==> src/rtl/huc_pkg.sv <==
// Shared types and constants for the HuCard memory controller.
package huc_pkg;

    localparam int ADDR_W_DEF = 23;
    localparam logic [7:0] BUS_IDLE_DAT = 8'hFF;

    typedef enum logic [2:0] {
        IDLE,
        RD_REQ,
        RD_HOLD,
        WR_ARM,
        WR_REQ
    } huc_state_t;

endpackage

==> src/rtl/huc_strb_sync.sv <==
// N-stage synchroniser for an active-low bus strobe, with edge pulses taken
// from the settled output and one extra history flop.
module huc_strb_sync #(
    parameter int STG = 2
) (
    input  logic clk,
    input  logic rst,
    input  logic d_raw,
    output logic q,
    output logic fall,
    output logic rise
);

    logic [STG-1:0] sr;
    logic           q_d;

    // Strobes idle high, so the chain resets to 1 to avoid a false edge.
    always_ff @(posedge clk or posedge rst) begin
        if (rst) begin
            sr  <= '1;
            q_d <= 1'b1;
        end else begin
            sr  <= {sr[STG-2:0], d_raw};
            q_d <= sr[STG-1];
        end
    end

    assign q    = sr[STG-1];
    assign fall = q_d & ~q;
    assign rise = ~q_d & q;

endmodule

==> src/rtl/huc_mem_ctrl.sv <==
// Cartridge-bus to PSRAM request bridge: synchronises the raw strobes and
// turns each access into one request/ack transaction on the memory port.
//
// state   | meaning
// IDLE    | no access in flight, watching for strobe falls
// RD_REQ  | read request outstanding, waiting for mem_ack
// RD_HOLD | read data driven on the cartridge bus until the strobe ends
// WR_ARM  | write accepted, waiting for we_n to rise so the data is settled
// WR_REQ  | write request outstanding, waiting for mem_ack
module huc_mem_ctrl
    import huc_pkg::*;
#(
    parameter int ADDR_W   = ADDR_W_DEF,
    parameter int SYNC_STG = 2,
    parameter int TMO_CYC  = 48
) (
    input  logic              clk,
    input  logic              rst,
    input  logic              cpu_ce_n,
    input  logic              cpu_oe_n,
    input  logic              cpu_we_n,
    input  logic [7:0]        cpu_dat_i,
    input  logic [ADDR_W-1:0] map_addr,
    input  logic              map_rom_ce,
    input  logic              map_ram_ce,
    input  logic              map_ram_we,
    output logic              mem_req,
    output logic              mem_we,
    output logic [ADDR_W-1:0] mem_addr,
    output logic [7:0]        mem_di,
    input  logic [7:0]        mem_do,
    input  logic              mem_ack,
    output logic [7:0]        cpu_dat_o,
    output logic              cpu_dat_oe,
    output logic              busy,
    output logic              err_late
);

    localparam int TMO_W = $clog2(TMO_CYC + 1);

    logic ce_s, ce_fall, ce_rise;
    logic oe_s, oe_fall, oe_rise;
    logic we_s, we_fall, we_rise;
    logic unused_edges;

    huc_strb_sync #(.STG(SYNC_STG)) u_sync_ce (
        .clk(clk), .rst(rst), .d_raw(cpu_ce_n), .q(ce_s), .fall(ce_fall), .rise(ce_rise)
    );
    huc_strb_sync #(.STG(SYNC_STG)) u_sync_oe (
        .clk(clk), .rst(rst), .d_raw(cpu_oe_n), .q(oe_s), .fall(oe_fall), .rise(oe_rise)
    );
    huc_strb_sync #(.STG(SYNC_STG)) u_sync_we (
        .clk(clk), .rst(rst), .d_raw(cpu_we_n), .q(we_s), .fall(we_fall), .rise(we_rise)
    );

    assign unused_edges = ^{ce_fall, ce_rise, oe_rise, we_s};

    // Write data follows the same pipeline depth as we_n so both settle together.
    logic [7:0] dat_sr [SYNC_STG];

    always_ff @(posedge clk or posedge rst) begin
        if (rst) begin
            for (int i = 0; i < SYNC_STG; i++) dat_sr[i] <= 8'h00;
        end else begin
            dat_sr[0] <= cpu_dat_i;
            for (int i = 1; i < SYNC_STG; i++) dat_sr[i] <= dat_sr[i-1];
        end
    end

    huc_state_t        state, state_nx;
    logic              req_nx, we_nx, oe_nx, err_nx;
    logic [ADDR_W-1:0] addr_nx;
    logic [7:0]        di_nx, dat_nx;
    logic [TMO_W-1:0]  tmo_cnt, tmo_nx;

    always_ff @(posedge clk or posedge rst) begin
        if (rst) begin
            state      <= IDLE;
            mem_req    <= 1'b0;
            mem_we     <= 1'b0;
            mem_addr   <= '0;
            mem_di     <= 8'h00;
            cpu_dat_o  <= BUS_IDLE_DAT;
            cpu_dat_oe <= 1'b0;
            err_late   <= 1'b0;
            tmo_cnt    <= '0;
        end else begin
            state      <= state_nx;
            mem_req    <= req_nx;
            mem_we     <= we_nx;
            mem_addr   <= addr_nx;
            mem_di     <= di_nx;
            cpu_dat_o  <= dat_nx;
            cpu_dat_oe <= oe_nx;
            err_late   <= err_nx;
            tmo_cnt    <= tmo_nx;
        end
    end

    always_comb begin
        state_nx = state;
        req_nx   = mem_req;
        we_nx    = mem_we;
        addr_nx  = mem_addr;
        di_nx    = mem_di;
        dat_nx   = cpu_dat_o;
        oe_nx    = cpu_dat_oe;
        err_nx   = err_late;
        tmo_nx   = tmo_cnt;

        // Down-counter reaching terminal count flags a slow memory but keeps waiting.
        if (mem_req) begin
            if (tmo_cnt != '0) tmo_nx = tmo_cnt - TMO_W'(1);
            else               err_nx = 1'b1;
        end

        case (state)
            IDLE: begin
                oe_nx = 1'b0;
                if (!ce_s) begin
                    if (we_fall) begin
                        if (map_ram_ce && map_ram_we) begin
                            addr_nx  = map_addr;
                            state_nx = WR_ARM;
                        end
                    end else if (oe_fall) begin
                        if (map_rom_ce || map_ram_ce) begin
                            addr_nx  = map_addr;
                            we_nx    = 1'b0;
                            req_nx   = 1'b1;
                            tmo_nx   = TMO_W'(TMO_CYC);
                            state_nx = RD_REQ;
                        end else begin
                            dat_nx = BUS_IDLE_DAT;
                        end
                    end
                end
            end
            RD_REQ: begin
                if (mem_ack) begin
                    req_nx = 1'b0;
                    dat_nx = mem_do;
                    if (!oe_s) begin
                        oe_nx    = 1'b1;
                        state_nx = RD_HOLD;
                    end else begin
                        err_nx   = 1'b1;
                        state_nx = IDLE;
                    end
                end
            end
            RD_HOLD: begin
                if (oe_s || ce_s) begin
                    oe_nx    = 1'b0;
                    state_nx = IDLE;
                end
            end
            WR_ARM: begin
                if (we_rise) begin
                    di_nx    = dat_sr[SYNC_STG-1];
                    we_nx    = 1'b1;
                    req_nx   = 1'b1;
                    tmo_nx   = TMO_W'(TMO_CYC);
                    state_nx = WR_REQ;
                end
            end
            WR_REQ: begin
                if (mem_ack) begin
                    req_nx   = 1'b0;
                    we_nx    = 1'b0;
                    state_nx = IDLE;
                end
            end
            default: state_nx = IDLE;
        endcase
    end

    assign busy = (state != IDLE);

endmodule

==> config.mk <==
export PLATFORM = sky130hd
export DESIGN_NAME = huc_mem_ctrl
export DESIGN_NICKNAME = d
export VERILOG_FILES = /design/src/rtl/huc_pkg.sv /design/src/rtl/huc_strb_sync.sv /design/src/rtl/huc_mem_ctrl.sv
export SDC_FILE = /design/constraint.sdc
export NUM_CORES = 1
export LEC_CHECK = 0
export BUFFER_PORTS_ARGS = -buffer_cell sky130_fd_sc_hd__buf_2
export CORE_UTILIZATION = 51
export DETAILED_ROUTE_END_ITERATION = 8
export PLACE_DENSITY = 0.79
export SLEW_MARGIN = 30
export SYNTH_ARGS = -nofsm -noshare
export SYNTH_HDL_FRONTEND = slang
export SYNTH_SLANG_ARGS = --single-unit
export TNS_END_PERCENT = 10
==> constraint.sdc <==
create_clock -name clk -period 7.6 [get_ports clk]
set_clock_uncertainty 0.15 [all_clocks]
set_input_delay 1.9 -clock clk [delete_from_list [all_inputs] [get_ports clk]]
set_output_delay 1.9 -clock clk [all_outputs]
set_load 0.05 [all_outputs]
==> key figures <==
Outcome
  • Outcome: finished clean

Critical path
  • Startpoint type of the worst setup path: flop
  • Worst setup endpoint: busy
  • R2r worst-path depth: 6
  • Critical R2R Launch: u_sync_oe.sr[1]
  • Reg-to-Reg End: mem_addr[20]
  • Setup slack, reg-to-reg: 5.40 ns
  • WP data arrival: 1.59 ns
  • Setup CP Type: reg2out
  • Worst Setup SP: state[2]
  • Crit-path max FO: 12
  • Worst EP required: 5.55 ns
  • Crit. End Element: output port

Timing
  • RSZ-0062 raised after global routing: false
  • Final TNS setup: 0 ns
  • Fmax achieved: 274.7 MHz
  • Final Setup Violations: 0
  • Final slew viol count: 0
  • Final-report hold violation count: 0
  • Rel. slew slack: 0.5608
  • Period utilization: 0.4789
  • WHS: 0.2042 ns
  • Worst-margin pin slew: 0.6574 ns
  • Min setup slack post-route: 3.960 ns
  • Min cycle time layout: 3.640 ns

Detailed routing
  • Met3 WL: 414 um
  • Routed WL: 5351 um
  • Via count: 1954
  • ANT nets after route: 0
  • DRT met1 WL: 2385 um
  • Top Metal Used: met4
  • Detailed Route Iter0 Violations: 104
  • Initial DRT Pass Iterations: 4
  • # DRC: 0
  • Vias/cell: 5.089
  • DR WL/cell: 13.93 um
  • Routed length on met2: 2496 um

Clock network
  • Clock sinks: 76
  • CTS tree: done
  • Total CTS buffers: 9
  • Clk_lat worst skew: 0.34 ns
  • Clk pin slew, worst setup/hold paths: 0.09 ns
  • Clock tree root driver cell: clkbuf_8
  • Maximum root-to-sink buffer count: 2
  • H-tree depth: 3
  • Post-CTS Hold Buffers: 0
  • CTS resizes: 0
  • Postcts setup bufs: 0

Floorplanning
  • Die span in y: 79.47 um
  • # IOs: 92
  • Core Region: 0.005642 mm^2
  • FP Rows: 27
  • Initial Util: 0.5425
  • Full die area: 0.006315 mm^2
  • Die X: 79.47 um

GRT
  • Gr usage total: 0.1873
  • Global-route wire length before repair: 8735 um
  • Total gr overflow: 0
  • Initial antenna violation count: 0
  • Number of global-route vias before repair: 1854
  • Largest net degree at the start of global routing: 77

Placement
  • HPWL Detailed: 3724 um
  • DP Worst Slack: 3.886 ns
  • GPL Wtd Cong: 0.8667
  • IO Port Bufs: 91

Power
  • Internal power: 916.5 uW
  • Lkg Pwr: 0.001854 uW
  • Net Sw Power: 777.9 uW
  • Reg power frac: 0.373
  • Clock Power Share: 0.170
  • Net Sw Frac: 0.4591
  • Comb pwr share: 0.456
  • Worst IR Drop VDD: 0.0002920 V
  • PwrDens: 452.8 mW/mm^2
  • Pwr Total: 1694 uW

Logic synthesis
  • Unique masters post-synth: 47
  • Register area share after synthesis: 0.6280
  • YS warnings: 0
  • Async SR Flop Fraction: 1.000
  • Largest family of logic cells by synthesized area: multiplexers
  • Syn avg cell area: 14.50 um^2
  • Area share of and/or/nand/nor cells after synthesis: 0.09117
  • Post-synth EDFFs: 0
  • Gate Count Post-Synth: 211
  • Syn Nets: 261
  • Primary FF master, synth: dfrtp_1
  • Mux cell area share after synthesis: 0.1668
  • FF+latch count, synth: 76
  • Synth Area in Compound Gates: 0.06051
  • Synth Area in XOR/XNOR: 0.01145
  • Post-Synth Adder-Cell Area: 0.008177
  • Area of the mapped netlist: 0.003060 mm^2

Final layout
  • Area added between synthesis and finish: 22.28%
  • Most common cell after layout, fill and taps aside: buf_2
  • Most frequent cells in the layout: buf_2, dfrtp_1, mux2_4
  • Ant diodes: 0
  • Final #Nets: 357
  • Post-Route Utilization: 0.6633
  • Layout cells sized above 1: 0.5385

Min path
  • Worst Hold Path Cells: 0
  • Hold Path Class: reg2reg

Flow run
  • Number of max-cap violations: 0
==> cells in the mapped netlist (all sizes together), types with 2 or more instances <==
cell / n / area [um^2]
a21oi: 5 / 25.02
dfstp: 16 / 420.4
buf: 6 / 66.31
nor3: 7 / 46.30
ha: 2 / 25.02
nand3: 3 / 15.01
xnor2: 2 / 17.52
mux2: 39 / 510.5
nand2b: 10 / 70.06
nand2: 6 / 22.52
dfrtp: 60 / 1501
inv: 7 / 26.28
a31oi: 3 / 18.77
and2: 2 / 12.51
nor2: 12 / 47.55
clkbuf: 3 / 11.26
a22oi: 2 / 15.01
o21ai: 3 / 15.01
xor2: 2 / 17.52
==> layout make-up <==
class                   instances  area, um^2
fillers                       429        1899
clock buffers                   9       123.9
repair buffers                 94       481.7
inverters                       7       26.28
multi-input cells             119        1035
flip-flops and latches         76        1922
well taps                      72       90.09
clock inverters                 7       63.81
==> registers in the layout, summed over array words and instances, names as in the netlist, 2 cells and up <==
| name | count |
|---|---|
| u_sync_oe.sr | 2 |
| tmo_cnt | 6 |
| u_sync_we.sr | 2 |
| mem_di | 8 |
| u_sync_ce.sr | 2 |
| state | 3 |
| cpu_dat_o | 8 |
| mem_addr | 23 |
| dat_sr | 16 |
==> cells by family (layout without fill, tap and decap cells) <==
kind of cell | Yosys count | after routing
mux | 39 | 39
xor+xnor | 4 | 4
flops | 76 | 76
buf+inv | 16 | 117
simple gates | 48 | 48
fa+ha+maj | 2 | 2
compound gates | 26 | 26
==> worst min path at each step <==
| stage | endpoint | slack, ns | from |
|---|---|---|---|
| after floorplan | dat_sr[0] | 0.18 | dat_sr[8] |
| after global placement | dat_sr[3] | 0.18 | dat_sr[11] |
| after detailed placement | dat_sr[0] | 0.19 | dat_sr[8] |
| after CTS | dat_sr[0] | 0.21 | dat_sr[8] |
| after global routing | dat_sr[6] | 0.21 | dat_sr[14] |
| final | dat_sr[4] | 0.20 | dat_sr[12] |
==> routing by layer <==
layer | GRT usage | vias to the layer above
li1 | - | 929
met4 | 0.08182 | 0
met5 | 0 | -
met2 | 0.2615 | 72
met1 | 0.2568 | 947
met3 | 0.07543 | 6
==> stage by stage <==
step,instance area [um^2],instances
floorplan,3060,211
global placement,3551,368
detailed placement,3551,368
CTS,3739,384
global route,3742,384
finish,3742,384
==> power groups by stage <==
stage / Sequential, uW / Combinational, uW / Clock, uW
2_1_floorplan: 989 / 264 / 0
3_3_place_gp: 634 / 762 / 0
3_5_place_dp: 637 / 779 / 0
4_1_cts: 633 / 779 / 301
5_1_grt: 651 / 813 / 319
6_report: 632 / 773 / 289
==> worst max-delay path, cell delays in order, from the launching register on <==
cell and delay (ns):
dfrtp_1 0.56, inv_1 0.21, nand2_1 0.18, buf_2 0.29
Note: power is estimated with default switching activity, not from simulation.
